## src/rtl/gcd_pkg.sv

```systemverilog
// Shared types and constants for the GCD job controller.
package gcd_pkg;

  localparam int unsigned GCD_DW = 8;

  typedef enum logic [2:0] {
    ST_IDLE   = 3'd0,
    ST_LOAD_A = 3'd1,
    ST_LOAD_B = 3'd2,
    ST_CALC   = 3'd3,
    ST_DONE   = 3'd4
  } state_t;

  // Subtractor operand selects, packed as {sel1, sel2}.
  localparam logic [1:0] SUB_NONE      = 2'b00;
  localparam logic [1:0] SUB_A_MINUS_B = 2'b01;
  localparam logic [1:0] SUB_B_MINUS_A = 2'b10;

endpackage : gcd_pkg

```

## src/rtl/gcd_rr_arbiter.sv

```systemverilog
// Two-way request arbiter. With GCD_ARB_RR_EN defined it is round-robin
// (pointer moves on each accepted grant); otherwise requester 0 has fixed priority.
module gcd_rr_arbiter (
  input  logic       clk,
  input  logic       rst,
  input  logic [1:0] req,
  input  logic       advance,
  output logic [1:0] grant
);

`ifdef GCD_ARB_RR_EN
  logic last_q, last_d;

  // On a tie the requester not served last wins.
  always_comb begin
    grant  = req;
    last_d = last_q;
    if (req == 2'b11) begin
      grant = last_q ? 2'b01 : 2'b10;
    end
    if (advance && (grant != 2'b00)) begin
      last_d = grant[1];
    end
  end

  // Reset as if requester 1 was served last, so requester 0 wins first.
  always_ff @(posedge clk or posedge rst) begin
    if (rst) begin
      last_q <= 1'b1;
    end else begin
      last_q <= last_d;
    end
  end
`else
  logic unused_ok;

  always_comb begin
    grant = req;
    if (req[0]) begin
      grant[1] = 1'b0;
    end
  end

  assign unused_ok = ^{clk, rst, advance};
`endif

endmodule : gcd_rr_arbiter

```

## src/rtl/gcd_arbiter.sv

```systemverilog
// GCD job controller: arbitrates two requesters and sequences an external subtractive
// GCD datapath. Define GCD_ARB_RR_EN for round-robin arbitration (default: fixed priority).
module gcd_arbiter
  import gcd_pkg::*;
#(
  parameter int unsigned DW = GCD_DW
) (
  input  logic          clk,
  input  logic          rst,
  input  logic          req0,
  input  logic          req1,
  input  logic [DW-1:0] a0,
  input  logic [DW-1:0] b0,
  input  logic [DW-1:0] a1,
  input  logic [DW-1:0] b1,
  output logic          gnt0,
  output logic          gnt1,
  output logic          done0,
  output logic          done1,
  output logic [DW-1:0] result,
  output logic          busy,
  output logic [DW-1:0] data,
  output logic          ldA,
  output logic          ldB,
  output logic          sel_in,
  output logic          sel1,
  output logic          sel2,
  input  logic          gt,
  input  logic          lt,
  input  logic          eq,
  input  logic [DW-1:0] dp_a
);

  state_t        state_q, state_d;
  logic          owner_q, owner_d;
  logic [DW-1:0] a_q, a_d;
  logic [DW-1:0] b_q, b_d;
  logic [DW-1:0] result_q, result_d;
  logic [1:0]    req_vec;
  logic [1:0]    grant;
  logic [DW-1:0] pick_a, pick_b;
  logic          job_start;

  // Requests are masked during reset so no grant can leak out combinationally.
  assign req_vec   = {req1, req0} & {2{~rst}};
  assign job_start = (state_q == ST_IDLE) && (grant != 2'b00);
  assign pick_a    = grant[1] ? a1 : a0;
  assign pick_b    = grant[1] ? b1 : b0;

  gcd_rr_arbiter u_arb (
    .clk     (clk),
    .rst     (rst),
    .req     (req_vec),
    .advance (job_start),
    .grant   (grant)
  );

  always_comb begin
    state_d      = state_q;
    owner_d      = owner_q;
    a_d          = a_q;
    b_d          = b_q;
    result_d     = result_q;
    gnt0         = 1'b0;
    gnt1         = 1'b0;
    done0        = 1'b0;
    done1        = 1'b0;
    busy         = (state_q != ST_IDLE);
    data         = '0;
    ldA          = 1'b0;
    ldB          = 1'b0;
    sel_in       = 1'b0;
    {sel1, sel2} = SUB_NONE;

    case (state_q)
      ST_IDLE: begin
        if (job_start) begin
          gnt0    = grant[0];
          gnt1    = grant[1];
          owner_d = grant[1];
          a_d     = pick_a;
          b_d     = pick_b;
          // A zero operand skips the datapath; a|b is the gcd in that case.
          if ((pick_a == '0) || (pick_b == '0)) begin
            result_d = pick_a | pick_b;
            state_d  = ST_DONE;
          end else begin
            state_d  = ST_LOAD_A;
          end
        end
      end
      ST_LOAD_A: begin
        data    = a_q;
        sel_in  = 1'b1;
        ldA     = 1'b1;
        state_d = ST_LOAD_B;
      end
      ST_LOAD_B: begin
        data    = b_q;
        sel_in  = 1'b1;
        ldB     = 1'b1;
        state_d = ST_CALC;
      end
      ST_CALC: begin
        if (eq) begin
          result_d = dp_a;
          state_d  = ST_DONE;
        end else if (gt) begin
          {sel1, sel2} = SUB_A_MINUS_B;
          ldA          = 1'b1;
        end else if (lt) begin
          {sel1, sel2} = SUB_B_MINUS_A;
          ldB          = 1'b1;
        end
      end
      ST_DONE: begin
        done0   = ~owner_q;
        done1   = owner_q;
        state_d = ST_IDLE;
      end
      default: begin
        state_d = ST_IDLE;
      end
    endcase
  end

  always_ff @(posedge clk or posedge rst) begin
    if (rst) begin
      state_q  <= ST_IDLE;
      owner_q  <= 1'b0;
      a_q      <= '0;
      b_q      <= '0;
      result_q <= '0;
    end else begin
      state_q  <= state_d;
      owner_q  <= owner_d;
      a_q      <= a_d;
      b_q      <= b_d;
      result_q <= result_d;
    end
  end

  assign result = result_q;

endmodule : gcd_arbiter
```

## config.mk

```make
export PLATFORM = sky130hd
export DESIGN_NAME = gcd_arbiter
export DESIGN_NICKNAME = d
export VERILOG_FILES = /design/src/rtl/gcd_pkg.sv /design/src/rtl/gcd_rr_arbiter.sv /design/src/rtl/gcd_arbiter.sv
export SDC_FILE = /design/constraint.sdc
export NUM_CORES = 1
export LEC_CHECK = 0
export CAP_MARGIN = 15
export CORE_MARGIN = 8
export CORE_UTILIZATION = 46
export CTS_BUF_LIST = sky130_fd_sc_hd__clkbuf_4 sky130_fd_sc_hd__clkbuf_8
export CTS_CLUSTER_DIAMETER = 80
export DETAILED_ROUTE_END_ITERATION = 12
export PLACE_DENSITY_LB_ADDON = 0.08
export SETUP_SLACK_MARGIN = 0.05
export SYNTH_ARGS = -nofsm -noshare
export SYNTH_HDL_FRONTEND = slang
export SYNTH_HIERARCHICAL = 1
export SYNTH_SLANG_ARGS = --single-unit
```

## constraint.sdc

```tcl
create_clock -name clk -period 1.7 [get_ports clk]
set_input_delay 0.34 -clock clk [delete_from_list [all_inputs] [get_ports clk]]
set_output_delay 0.34 -clock clk [all_outputs]
set_load 0.03 [all_outputs]
```

==> impl.org <==
** Run status
- Status :: finished, violations left
- The checks that failed: setup timing.

** Logic synthesis
- For this run, the number of Yosys warnings is 6.
- A synthesized cell averages 8.73 sq um.
- Yosys instantiated no cell more often than sky130_fd_sc_hd__nor2_1.
- Sequential cells were found to cover a little over a third of the synthesized design area.
- Proportion of register bits with asynchronous set or reset after synthesis :: 100%
- In this run the biggest area consumer among cell types represents around 36% of the synthesized area.
- Number of cells produced by synthesis :: ~230
- Prevailing post-synth register cell :: sky130_fd_sc_hd__dfrtp_1
- Nets in the synthesized netlist :: 273
- Counting flops and latches in the post-synthesis netlist gives 28.
- The biggest area contributor in the post-synthesis netlist is sky130_fd_sc_hd__dfrtp_1.
- In this run, synthesis inferred 0 flip-flops with an integrated enable.
- Post-synthesis cell type count :: 32
- List of most frequent post-synthesis cells :: sky130_fd_sc_hd__nor2_1 (34), sky130_fd_sc_hd__dfrtp_1 (28), sky130_fd_sc_hd__a21oi_1 (26)
- The synthesized netlist occupies a cell area of roughly 2000 sq um.
- Sorting the synthesized cells by area gives the leading types as sky130_fd_sc_hd__dfrtp_1 (36%), sky130_fd_sc_hd__mux2i_1 (12%), sky130_fd_sc_hd__a21oi_1 (6.6%), sky130_fd_sc_hd__nor2_1 (6.5%), sky130_fd_sc_hd__a221oi_1 (4.9%).

** Timing
- Final hold slack :: 0.255 ns
- Part of the cycle the worst path needs :: 114%
- In this run the tightest slew margin relative to its limit is between 70% and 80%.
- For the pin with the worst max-slew slack, the measured transition is between 0.3 and 0.4 ns.
- The count of final hold-check violations came to 0.
- Period minus WS final :: between 1.5 and 2 ns
- Max-slew violation total from the final report :: 0
- Worst Clk Skew :: around 0.0035 ns
- Setup violations remaining at the end of the flow were counted as 25.
- After layout, the worst setup slack is -0.230 ns.
- Unrepaired setup endpoints after global routing :: true
- F_max :: about 520 MHz

** Setup path
- At the worst endpoint, the required time is approximately 1.4 ns.
- For the worst flop-to-flop path, the logic depth is 8.
- The critical path is of the flip-flop to output port type.
- Worst-path fanout max :: 5
- Startpoint of the worst-slack reg-to-reg timing path :: state_q[0]$_DFFE_PP0P_
- Data arrival, critical path :: roughly 1.6 ns
- CP Launch Type :: flip-flop
- The critical path starts at state_q[0]$_DFFE_PP0P_.
- The worst setup path is captured at an output port.

** GRT
- Maximum number of pins on one net before global-route repair :: 29
- The number of antenna violations at the first check in global routing was 0.
- For this run, global-route usage on met3 was measured as 4.60%.
- Busiest metal layer after global routing :: met2
- Total routing resource utilization after global routing :: approximately 23%
- Met2 global-route usage :: around 40%
- The first global-routing pass estimated between 10 and 15 mm of wire.
- Global routing consumed, on the met1 layer, approximately a quarter of the routing resources.
- The number of global-route vias before repair is roughly 2.5k.
- Sum of overflow across all layers after global routing :: 0

** Clock network
- Buffers inserted during clock tree synthesis total 3.
- Root buffer selected by CTS :: sky130_fd_sc_hd__clkbuf_8
- The later pin in the worst-skew pair is clocked with a latency of between 0.2 and 0.3 ns.
- H-tree level count :: 1
- Clk slew on worst S/H paths :: 0.10 ns
- Counting along the longest clock path gives a buffer depth of 2.
- Clock tree from TritonCTS :: yes
- The clock drives 28 sinks.

** Finish
- Nets@finish :: around 400
- Diode insertion count for antenna repair :: 0
- Post-route core utilization :: a little under nine tenths
- Post-synthesis to final-layout area growth :: 84.5%
- Fraction of final layout cells with drive strength greater than 1 :: roughly 43%
- Leaving out filler cells and counting taps, the final layout contains 415.
- Filler cells :: between 200 and 250
- Total non-filler cell area in the finished layout :: roughly 3600 sq um

** Pwr
- Combinational Power Share :: approximately 70%
- The clock network accounts for about 7.5% of the total power.
- In this run the power density over the cells is ~1500 nW/um^2.
- Leakage power summed over all cells :: between 0.0015 and 0.002 uW
- Sw Pwr :: 2580 uW
- Part of the power in registers :: between 20 and 25%
- Of the total power, the share spent switching nets is about 47%.
- Cell internal pwr :: 2960 uW
- Peak supply drop :: around 0.0010 V
- Pwr Total :: between 5000 and 6000 uW

** Placed design
- Sum of net half-perimeters after detailed placement :: approximately 5.1 mm
- At the end of routability-driven placement, the weighted congestion stood at 0.835.
- After detailed placement, the design holds a cell count of between 300 and 400.
- Once placement finished, the instance area stood at about 3100 sq um.
- PortBufs :: 72

** Die
- The core region is 4230 sq um.
- Boundary pin count :: 73
- Initial core utilization :: 46.6%
- Placement Rows :: 24
- The die is roughly 80 um wide.
- Vert. Die Dim :: a little over 80 um
- Area of the die :: 6640 sq um

** Route
- DRT Pass-1 Iters :: 4
- The count of nets left with antenna violations once routing finished came out at 0.
- Total number of vias :: between 2k and 2.5k
- Per-cell routed wire length :: 19.6 um
- The routed design has approximately 8.1 mm of wire.
- For this block, the initial DRC count from the detailed router was 175.
- After detailed routing, the number of vias per cell comes to 5.89.
- In the routed design, unresolved DRC markers number 0.

** Run
- The tool flagged a number of max-cap violations equal to 0.

** Hold path
- The min-delay analysis places its worst path in the category primary input to async pin.
power groups by stage:
stage | sequential [uW] | clock [uW] | combinational, uW
final | 1230 | 418 | 3890
after global routing | 1270 | 450 | 4130
after CTS | 1200 | 427 | 3580
after detailed placement | 1200 | 0 | 3230
after global placement | 1200 | 0 | 3170
after floorplan | 1330 | 0 | 1890
cell families after synthesis:
logic type             count (synthesis)  share of synthesized area, %
DFF                                   28                          35.5
AOI/OAI and AO/OA                     67                          25.3
and+or+nand+nor                       72                          17.9
muxes                                 24                          12.2
buffers and inverters                 35                          9.14
critical path: stages, from the launching register on:
cell	delay, ns
sky130_fd_sc_hd__dfrtp_1	0.41
sky130_fd_sc_hd__buf_4	0.15
sky130_fd_sc_hd__nor3_1	0.20
sky130_fd_sc_hd__buf_4	0.17
sky130_fd_sc_hd__buf_6	0.11
sky130_fd_sc_hd__and2_4	0.15
sky130_fd_sc_hd__buf_6	0.13
metrics by stage:
| stage | worst slack (ns) | setup TNS, ns |
|---|---|---|
| after floorplan | -0.125 | -1.55 |
| after global placement | -0.424 | -11.09 |
| after detailed placement | -0.508 | -12.08 |
| after CTS | -0.224 | -2.35 |
| after global routing | -0.284 | -4.94 |
| final | -0.230 | -3.14 |
sequential cells by signal (all words and copies together) (netlist names):
signal,cells
a_q,8
result,8
b_q,8
owner_q,1
state_q,3
layout make-up:
type / count / area, sq um / area share (%)
clock buffer: 4 / 55.1 / 1.51
inverter: 14 / 58.8 / 1.62
multi-input combinational: 164 / 1340 / 36.8
sequential: 28 / 702 / 19.3
tap: 52 / 65.1 / 1.79
timing repair buffer: 153 / 1420 / 39.0
cell usage in the layout (no fill, tap or decap), types with 8 or more instances in the layout:
cell and count:
sky130_fd_sc_hd__dlygate4sd2_1 31, sky130_fd_sc_hd__clkdlybuf4s50_1 20, sky130_fd_sc_hd__mux2i_1 23, sky130_fd_sc_hd__a21oi_1 25
sky130_fd_sc_hd__a221oi_2 8, sky130_fd_sc_hd__nor2_2 8, sky130_fd_sc_hd__inv_1 11, sky130_fd_sc_hd__buf_4 70
sky130_fd_sc_hd__nor2_1 24, sky130_fd_sc_hd__buf_6 21, sky130_fd_sc_hd__a221oi_1 9, sky130_fd_sc_hd__dfrtp_1 27
sky130_fd_sc_hd__nor3_1 9
path summary, 6_finish.rpt:
path | to | slack (ns)
worst min-delay path | owner_q$_DFFE_PP0P_ | 0.26
max in group asynchronous | state_q[1]$_DFFE_PP0P_ | 1.15
worst max-delay path | gnt1 | -0.23
worst min register to register | a_q[0]$_DFFE_PP0P_ | 0.54
min in group clk | a_q[0]$_DFFE_PP0P_ | 0.48
worst max register to register | result[6]$_DFFE_PP0P_ | -0.12
layer usage:
metal	routed length [um]	part of all wire, %
met5	0	0
met2	4140	51
met3	562	6.9
met4	314	3.9
met1	3110	38
timing repair:
action                     in CTS  in global routing
pin swaps                      18                  8
hold buffers                    0                  0
cloned                          3                  1
gates resized for setup        89                 18
setup endpoints to repair      51                 40
buffers inserted                8                  9
Note: power is estimated with default switching activity, not from simulation.
==> RTL change: new RTL, same flow settings <==
Take the reset off `a_q` and load it in a clocked block of its own.
--- a/src/rtl/gcd_arbiter.sv
+++ b/src/rtl/gcd_arbiter.sv
@@ -128,18 +128,20 @@
     if (rst) begin
       state_q  <= ST_IDLE;
       owner_q  <= 1'b0;
-      a_q      <= '0;
       b_q      <= '0;
       result_q <= '0;
     end else begin
       state_q  <= state_d;
       owner_q  <= owner_d;
-      a_q      <= a_d;
       b_q      <= b_d;
       result_q <= result_d;
     end
   end
 
+  always_ff @(posedge clk) begin
+    a_q <= a_d;
+  end
+
   assign result = result_q;
 
 endmodule : gcd_arbiter
Check against the original RTL: same outputs for any inputs over 10 cycles, from zero or initial values and one cycle with rst high; that may be too few to reach the edited logic, so the function may still have changed.
==> RTL change against the original RTL <==
  * Synthesized area decreased by 16%
  * The flow now stops in 5_1_grt
==> RTL change: results (changes against the original RTL) <==
| Metric | Value |
|---|---|
| Outcome | did not finish |
| Synthesized area per cell | 9.77 um^2 (+12%) |
| Cell Rows | 21 (-13%) |
| H-tree Lvls | 1 (unchanged) |
| Last stage | 5_1_grt |
| CTS root buf | clkbuf_4 |
| Worst EP post-GRT repair | data[7] |
| Dpl cells | 311 (-20%) |
| Num CTS Buffers | 3 (unchanged) |
| Clk sinks | 28 (unchanged) |
| Stop err | [ERROR DPL-0038] Utilization greater than 100%, impossible to legalize |
| Syn Nets | 216 (-21%) |
| Placement Cell Area | 0.00265 mm^2 (-15%) |
| Routability Congestion | 0.896 (+7.3%) |
| Synth warn | 6 (unchanged) |
| DPL Wire Length | 4.36 mm (-14%) |
| Worst endpoint type | top-level output |
| Largest net degree at the start of global routing | 25 |
| Port bufs | 72 (unchanged) |
| Clock Path Buffers | 2 (unchanged) |
| Worst slack, placed | -0.959 ns (-0.451 ns) |
## RTL change: repair_timing
| action | in CTS |
|---|---|
| buffers inserted | 15 |
| setup endpoints to repair | 59 |
| gates cloned | 1 |
| endpoints found under the hold margin | 0 |
| pin swaps | 20 |
| resized for setup | 100 |
## RTL change: through the flow
step / hold slack [ns] / TNS (ns) / utilization
after detailed placement: 0.518 / -22.60 / 0.783
after global placement: 0.508 / -21.08 / 0.783
after CTS: 0.00363 / -5.55 / 0.911
after floorplan: 0.304 / -5.90 / -
